--- src/rtl/rom_loader.sv ---
// Bulk loader: assembles a big-endian byte stream into 16-bit instruction words and writes them
// from address 0 while holding the CPU in reset. Optional trailing checksum: ROM_LOADER_CHECKSUM_EN.
module rom_loader #(
    parameter int unsigned ADDR_W    = 15,
    parameter int unsigned DATA_W    = 16,
    parameter int unsigned MAX_WORDS = 32768
) (
    input  logic              clk,
    input  logic              reset,
    input  logic              start,
    input  logic              in_valid,
    input  logic [7:0]        in_data,
    output logic              in_ready,
    output logic              mem_we,
    output logic [ADDR_W-1:0] mem_addr,
    output logic [DATA_W-1:0] mem_wdata,
    output logic              cpu_hold,
    output logic              busy,
    output logic              done,
    output logic              error,
    output logic [15:0]       words_loaded
);

    localparam logic [16:0] MAX_LEN = 17'(MAX_WORDS);

    typedef enum logic [3:0] {
        S_IDLE,
        S_LEN_HI,
        S_LEN_LO,
        S_DATA_HI,
        S_DATA_LO,
        S_WRITE,
`ifdef ROM_LOADER_CHECKSUM_EN
        S_CSUM_HI,
        S_CSUM_LO,
`endif
        S_DONE,
        S_ERR
    } state_t;

    state_t            r_state;
    state_t            w_next;
    logic [7:0]        r_len_hi;
    logic [15:0]       r_len;
    logic [ADDR_W-1:0] r_addr;
    logic [DATA_W-1:0] r_wdata;
    logic [15:0]       r_words;
    logic              w_accept;
    logic              w_start_ok;
    logic [15:0]       w_len;
    logic [15:0]       w_words_inc;
`ifdef ROM_LOADER_CHECKSUM_EN
    logic [7:0]        r_csum_hi;
    logic [15:0]       r_sum;
`endif

    assign w_len       = {r_len_hi, in_data};
    assign w_words_inc = r_words + 16'd1;
    assign w_accept    = in_valid && in_ready;
    assign w_start_ok  = start && (r_state == S_IDLE || r_state == S_DONE || r_state == S_ERR);

    // All status outputs are pure decodes of the state so DONE/ERR stickiness and the
    // clear-on-start behaviour fall out of the state transitions.
    always_comb begin
        in_ready = 1'b0;
        busy     = 1'b1;
        case (r_state)
            S_LEN_HI, S_LEN_LO, S_DATA_HI, S_DATA_LO: in_ready = 1'b1;
`ifdef ROM_LOADER_CHECKSUM_EN
            S_CSUM_HI, S_CSUM_LO:                     in_ready = 1'b1;
`endif
            S_IDLE, S_DONE, S_ERR:                    busy     = 1'b0;
            default:                                  in_ready = 1'b0;
        endcase
    end

    assign mem_we       = (r_state == S_WRITE);
    assign done         = (r_state == S_DONE);
    assign error        = (r_state == S_ERR);
    assign cpu_hold     = busy || error;
    assign mem_addr     = r_addr;
    assign mem_wdata    = r_wdata;
    assign words_loaded = r_words;

    always_ff @(posedge clk) begin
        if (reset) begin
            r_state <= S_IDLE;
        end else begin
            r_state <= w_next;
        end
    end

    always_comb begin
        w_next = r_state;
        case (r_state)
            S_IDLE, S_DONE, S_ERR: begin
                if (start) w_next = S_LEN_HI;
            end
            S_LEN_HI: begin
                if (w_accept) w_next = S_LEN_LO;
            end
            S_LEN_LO: begin
                if (w_accept) begin
                    if (w_len == 16'd0)                  w_next = S_DONE;
                    else if ({1'b0, w_len} > MAX_LEN)    w_next = S_ERR;
                    else                                 w_next = S_DATA_HI;
                end
            end
            S_DATA_HI: begin
                if (w_accept) w_next = S_DATA_LO;
            end
            S_DATA_LO: begin
                if (w_accept) w_next = S_WRITE;
            end
            S_WRITE: begin
                if (w_words_inc == r_len) begin
`ifdef ROM_LOADER_CHECKSUM_EN
                    w_next = S_CSUM_HI;
`else
                    w_next = S_DONE;
`endif
                end else begin
                    w_next = S_DATA_HI;
                end
            end
`ifdef ROM_LOADER_CHECKSUM_EN
            S_CSUM_HI: begin
                if (w_accept) w_next = S_CSUM_LO;
            end
            S_CSUM_LO: begin
                if (w_accept) w_next = ({r_csum_hi, in_data} == r_sum) ? S_DONE : S_ERR;
            end
`endif
            default: w_next = S_IDLE;
        endcase
    end

    always_ff @(posedge clk) begin
        if (reset) begin
            r_len_hi <= '0;
            r_len    <= '0;
            r_addr   <= '0;
            r_wdata  <= '0;
            r_words  <= '0;
`ifdef ROM_LOADER_CHECKSUM_EN
            r_csum_hi <= '0;
            r_sum     <= '0;
`endif
        end else begin
            if (w_start_ok) begin
                r_words <= '0;
                r_addr  <= '0;
`ifdef ROM_LOADER_CHECKSUM_EN
                r_sum   <= '0;
`endif
            end
            case (r_state)
                S_LEN_HI:  if (w_accept) r_len_hi      <= in_data;
                S_LEN_LO:  if (w_accept) r_len         <= w_len;
                S_DATA_HI: if (w_accept) r_wdata[15:8] <= in_data;
                S_DATA_LO: if (w_accept) r_wdata[7:0]  <= in_data;
                S_WRITE: begin
                    // Address wraps naturally at 2^ADDR_W, only hit when N == MAX_WORDS == 2^ADDR_W.
                    r_words <= w_words_inc;
                    r_addr  <= r_addr + 1'b1;
`ifdef ROM_LOADER_CHECKSUM_EN
                    r_sum   <= r_sum + r_wdata;
`endif
                end
`ifdef ROM_LOADER_CHECKSUM_EN
                S_CSUM_HI: if (w_accept) r_csum_hi <= in_data;
`endif
                default: ;
            endcase
        end
    end

endmodule

--- config.mk ---
export PLATFORM = sky130hd
export DESIGN_NAME = rom_loader
export DESIGN_NICKNAME = d
export VERILOG_FILES = /design/src/rtl/rom_loader.sv
export SDC_FILE = /design/constraint.sdc
export NUM_CORES = 1
export LEC_CHECK = 0
export CAP_MARGIN = 20
export CELL_PAD_IN_SITES_DETAIL_PLACEMENT = 0
export CELL_PAD_IN_SITES_GLOBAL_PLACEMENT = 2
export CORE_MARGIN = 2
export CORE_UTILIZATION = 36
export CTS_CLUSTER_SIZE = 24
export DETAILED_ROUTE_END_ITERATION = 12
export DONT_BUFFER_PORTS = 1
export PLACE_DENSITY_LB_ADDON = 0.1
export SYNTH_ARGS = -nofsm -noshare
export SYNTH_HDL_FRONTEND = slang
export SYNTH_SLANG_ARGS = --single-unit
export TNS_END_PERCENT = 50
--- constraint.sdc ---
create_clock -name clk -period 2.7 [get_ports clk]
set_clock_uncertainty 0.1 [all_clocks]
set_input_delay 0.405 -clock clk [delete_from_list [all_inputs] [get_ports clk]]
set_output_delay 0.405 -clock clk [all_outputs]
set_load 0.02 [all_outputs]
==> flow_summary.yaml, run 1 <==
clocking:
  postCtsSetupBuffers: 0
  clkTransAtPathRegs_ns: 0.08
  cts_tree: "built"
  max-clock-path-buffers: 2
  cts-buffers-inserted: 9
  cts.repair.resized: 0
  cts_root_buffer: "clkbuf_8"
  cts_sinks: 74
  postCtsHoldBufs: 1
  htreeDepth: 3
  clk_latency_ns: 0.35
synth:
  synth_nets: 504
  synth_ff_type: "dfxtp_1"
  seq_area_frac_synth: 0.407
  async_flop_share: 0
  syn_area_um2: 3640
  synth_top_area_frac: 0.407
  yosysWarnings: 0
  synthDistinctLibCells: 50
  synth_largest_area_cell: "dfxtp_1"
  synth_edf_count: 0
  synthCells: 490
  syn_area_per_cell_um2: 7.43
  yosys-top-cells-area: "dfxtp_1 (41%), nand2_1 (12%), a21oi_1 (8.8%), nor2_1 (4.6%), xnor2_1 (4.3%)"
  ys_ff_latch: 74
die:
  core_area_um2: 9820
  ios: 65
  initial_core_util: 0.371
  die_x_um: 105
  chipHeight_um: 105
  die_area_um2: 10900
  row_count: 36
grt:
  grt-ovfl-total: 0
  grt_max_degree: 64
  grt_util_all_layers: 0.199
  grt_pass1_wl_um: 17400
  grt_pass1_vias: 3239
  antenna_found_initial: 0
power_and_ir_drop:
  p_leak_nw: 1.35
  powerDensity_nw_per_um2: 698
  peakVddDrop_v: 0.000399
final_layout:
  mostFrequentLayoutCells: "nand2_1 (117), dfxtp_1 (74), a21oi_1 (64)"
  area.growth.synth_to_final_pct: 11.8
  final_nets: 513
  diodes: 0
  final_common_cell: "nand2_1"
  final_area_um2: 4070
  num-fill-cells: 1084
  final_layout_size_suffix_gt1_frac: 0.105
setup_path:
  crit_end: "r_state[0]"
  startpoint: "r_state[1]"
  r2r-end: "r_state[0]"
  cpMaxStageDelayCell: "dfxtp_1"
  required_ns: 2.85
  path_cells: "nor2_1, mux2i_1, o21ai_0, o211ai_1, or3_1, o211a_1"
  cp_num_buf_inv: 0
  arrival_ns: 2.61
  crit_path_end_kind: "flip-flop"
  crit_path_start_kind: "flip-flop"
  cp_max_fo: 13
  r2r_slack_ns: 0.24
  crit_type: "flip-flop to flip-flop"
  rr_worst_depth: 6
  critical-path-top-delay-family: "compound AO/OA/AOI/OAI gates"
  crit_cells: 6
  r2r-start: "r_state[1]"
  cpPeakStageDelay_ns: 0.43
sta:
  fin_crit_sh: 0.913
  tightest_slew_ns: 0.634
  rsz0062_at_grt: "no"
  hold_viol: 0
  slew_headroom: 0.576
  finalSetupViolations: 0
  clock.fmax_mhz: 406
  tns_ns: 0
  min_period_ns: 2.46
  drv_slew: 0
place:
  portBuffers: 0
  gp_congestion: 0.782
  hpwl_um: 7440
  post_dp_cell_area_um2: 3890
run:
  maxCapViolCount: 0
detailed_routing:
  wirelength_um: 10600
  viasPerCell: 5.29
  final_antenna_net_count: 0
  firstDrtPassIters: 4
  drt_iter0_drc: 153
  wl_per_cell_um: 16.7
  drc: 0
  routed-via-count: 3367
status:
  status: "finished, final reports clean"
min_path:
  hp-class: "input port to flip-flop"
==> cell type report <==
class	count	area (um^2)	area share
Clock buffer	10	128	0.0313
Clock inverter	6	42.5	0.0104
Inverter	3	11.3	0.00277
Multi-Input combinational cell	383	2030	0.498
Sequential cell	74	1480	0.364
Tap cell	133	166	0.0409
Timing Repair Buffer	28	213	0.0522
==> routing by layer <==
metal	track usage	wire length (um)	vias up
met4	0.0590	136	0
met3	0.0524	662	10
met5	0	0	-
met1	0.274	5180	1561
met2	0.305	4630	76
li1	-	-	1720
==> synth_stat cells (2+ instances only) <==
library cell,n
clkbuf_1,24
dfxtp_1,74
nor2_1,45
a311oi_1,4
o2bb2ai_1,2
xor2_1,5
mux2_2,4
ha_1,2
buf_2,5
a21oi_1,64
and2_1,4
or3_1,3
a22oi_1,3
nor3_1,14
nand4_1,8
and4_1,2
nand2_1,117
inv_1,3
o21a_1,2
nand3b_1,2
o211ai_1,2
nand3_1,18
and3_1,5
o21ai_0,19
nand2b_1,3
o22ai_1,2
or3_2,2
xnor2_1,18
nor4_1,10
a31oi_1,2
nor2b_1,2
o211a_1,2
==> cell families (layout without fill, tap and decap cells) <==
group / count (synthesis) / count (layout) / synth area share
AND/OR/NAND/NOR: 243 / 243 / 0.306
XOR/XNOR: 23 / 23 / 0.0553
multiplexers: 5 / 5 / 0.0151
adder cells (fa/ha/maj): 2 / 2 / 0.00687
buffers and inverters: 33 / 47 / 0.0361
flip-flops: 74 / 74 / 0.407
AO/OA/AOI/OAI: 110 / 110 / 0.174
==> where the power goes <==
group          total (mW)  leakage (nW)  switching [mW]  internal [mW]
registers            1.29         0.597           0.123           1.16
logic               0.769         0.673           0.530          0.239
clock network       0.789        0.0827           0.454          0.336
==> registers in the layout (all words and copies together) (netlist names) <==
signal,count
mem_addr,15
r_state,3
r_len_hi,8
words_loaded,16
r_len,16
mem_wdata,16
==> through the flow <==
stage / hold slack (ns) / utilization / setup slack, ns / power (mW) / instances
after floorplan: 0.345 / - / 0.180 / 1.87 / 490
after global placement: 0.355 / 0.396 / 0.267 / 2.08 / 620
after detailed placement: 0.362 / 0.396 / 0.269 / 2.08 / 620
after CTS: 0.00174 / 0.415 / 0.240 / 2.89 / 637
after global routing: 0.00241 / 0.415 / 0.0115 / 3.03 / 637
final: 0.0233 / 0.415 / 0.236 / 2.84 / 637
==> worst min path at each step <==
| stage | start | endpoint | depth (start not counted) |
|---|---|---|---|
| finish | reset | mem_wdata[14] | 1 |
| global route | reset | mem_addr[4] | 1 |
| CTS | reset | mem_addr[4] | 1 |
| detailed placement | r_len_hi[6] | r_len_hi[6] | 2 |
| global placement | r_len_hi[5] | r_len[13] | 2 |
| floorplan | r_len_hi[5] | r_len[13] | 2 |
(Power assumes the default switching activity.)
==> run 2: changes to the inputs <==
- CAP_MARGIN: 20 -> not set
- GPL_TIMING_DRIVEN: not set -> 0
- TNS_END_PERCENT: 50 -> 1
==> run 2 against run 1 <==
Critical path depth grew 1. Die area is the same. Critical endpoint is now r_state[2]. Design area shrank 0.49%. Sequential cell count is the same. Largest power group unchanged.
==> flow_summary.yaml, run 2 (same netlist as run 1, synthesis figures left out) <==
run:
  maxCapViolCount: 0
final_layout:
  final_area_um2: 4050
  num-fill-cells: 1066
  final_layout_size_suffix_gt1_frac: 0.0810
  diodes: 0
  mostFrequentLayoutCells: "nand2_1 (117), dfxtp_1 (69), a21oi_1 (64)"
  final_common_cell: "nand2_1"
  post-route-util: 0.413
  area.growth.synth_to_final_pct: 11.2
  final_cells: 639
  final_nets: 515
detailed_routing:
  firstDrtPassIters: 4
  routed-via-count: 3379
  drt_iter0_drc: 137
  wl_met1_um: 5060
  wl_met2_um: 4940
  wirelength_um: 10800
  wl_met3_um: 684
  wl_per_cell_um: 16.9
  top_layer: "met4"
  viasPerCell: 5.29
  drc: 0
  final_antenna_net_count: 0
die:
  core_area_um2: 9820
  ios: 65
  die_x_um: 105
  initial_core_util: 0.371
  chipHeight_um: 105
  row_count: 36
  die_area_um2: 10900
clocking:
  max-clock-path-buffers: 2
  clkTransAtPathRegs_ns: 0.09
  postCtsHoldBufs: 0
  htreeDepth: 3
  cts_tree: "built"
  clk_latency_ns: 0.36
  cts_sinks: 74
  cts_root_buffer: "clkbuf_8"
  cts-buffers-inserted: 9
  postCtsSetupBuffers: 0
setup_path:
  crit_path_start_kind: "flip-flop"
  r2r-end: "r_state[2]"
  rr_worst_depth: 7
  arrival_ns: 2.79
  r2r-start: "words_loaded[7]"
  r2r_slack_ns: 0.11
  crit_type: "flip-flop to flip-flop"
  required_ns: 2.89
  cp_max_fo: 8
  crit_path_end_kind: "flip-flop"
sta:
  clock.fmax_mhz: 386
  tightest_slew_ns: 0.604
  rsz0062_at_grt: "yes"
  fin_crit_sh: 0.961
  hold_viol: 0
  finalSetupViolations: 0
  min_period_ns: 2.59
  fin_ws_ns: 0.106
  drv_slew: 0
  slew_headroom: 0.594
grt:
  antenna_found_initial: 0
  grt_util_all_layers: 0.206
  grt_max_degree: 15
  grt_pass1_wl_um: 17800
  grt-ovfl-total: 0
  grt_pass1_vias: 3276
status:
  status: "finished, final reports clean"
power_and_ir_drop:
  powerDensity_nw_per_um2: 757
  p_leak_nw: 1.30
  peakVddDrop_v: 0.000305
place:
  dp_cells: 623
  hpwl_um: 7920
  post_dp_cell_area_um2: 3810
  gp_congestion: 0.732
  dpl_worst_slack_ns: -0.209
  portBuffers: 0
min_path:
  min_delay_path_depth: 2
  hp-start: "in_data[7]"
  hp-class: "input port to flip-flop"
  hold_end: "mem_wdata[15]"
==> run 2: final cells by class <==
type / count / area [um^2] / share of cell area
multi-input combinational: 383 / 2030 / 0.502
sequential: 74 / 1490 / 0.368
tap: 133 / 166 / 0.0411
buffer: 30 / 125 / 0.0309
clock buffer: 9 / 124 / 0.0306
clock inverter: 7 / 101 / 0.0250
inverter: 3 / 11.3 / 0.00278
==> run 2: what timing repair did <==
item	4_1_cts	5_1_grt
gates cloned	0	0
resized for setup	4	7
endpoints found under the setup margin	12	3
==> run 2: worst max path at each step <==
stage	from	endpoint	cells after the start
after floorplan	words_loaded[0]	r_state[2]	8
after global placement	words_loaded[0]	r_state[2]	8
after detailed placement	words_loaded[0]	r_state[2]	8
after CTS	words_loaded[11]	r_state[2]	6
after global routing	words_loaded[4]	r_state[2]	7
final	words_loaded[7]	r_state[2]	7
==> run 2: metrics by stage <==
step                      hold slack [ns]  total power, mW  TNS [ns]
after floorplan                     0.345             1.87         0
after global placement              0.362             2.09     -1.51
after detailed placement            0.365             2.09    -0.820
after CTS                          0.0604             3.11         0
after global routing               0.0587             3.26   -0.0369
final                              0.0740             3.07         0
==> run 2: metal layers <==
metal,vias to the layer above,track usage
met4,0,0.0733
met3,10,0.0543
met2,87,0.331
met5,-,0
met1,1555,0.267
li1,1727,-
==> run 2: critical path, stage by stage (launching register included) <==
cell       delay (ns)
dfxtp_1          0.45
clkbuf_4         0.26
nand3_4          0.13
or3_1            0.41
a211o_1          0.29
a22o_1           0.23
or4b_1           0.50
o2bb2ai_1        0.14
==> run 2: where the power goes <==
part	internal (mW)	switching [mW]
Sequential	1.16	0.0929
Clock	0.528	0.472
Combinational	0.227	0.583
Total	1.92	1.15
==> run 3: changes to the inputs <==
- HOLD_SLACK_MARGIN: not set -> 0.03
==> results of run 3 <==
No change in the layout: final DEF, timing and power equal those of run 2.
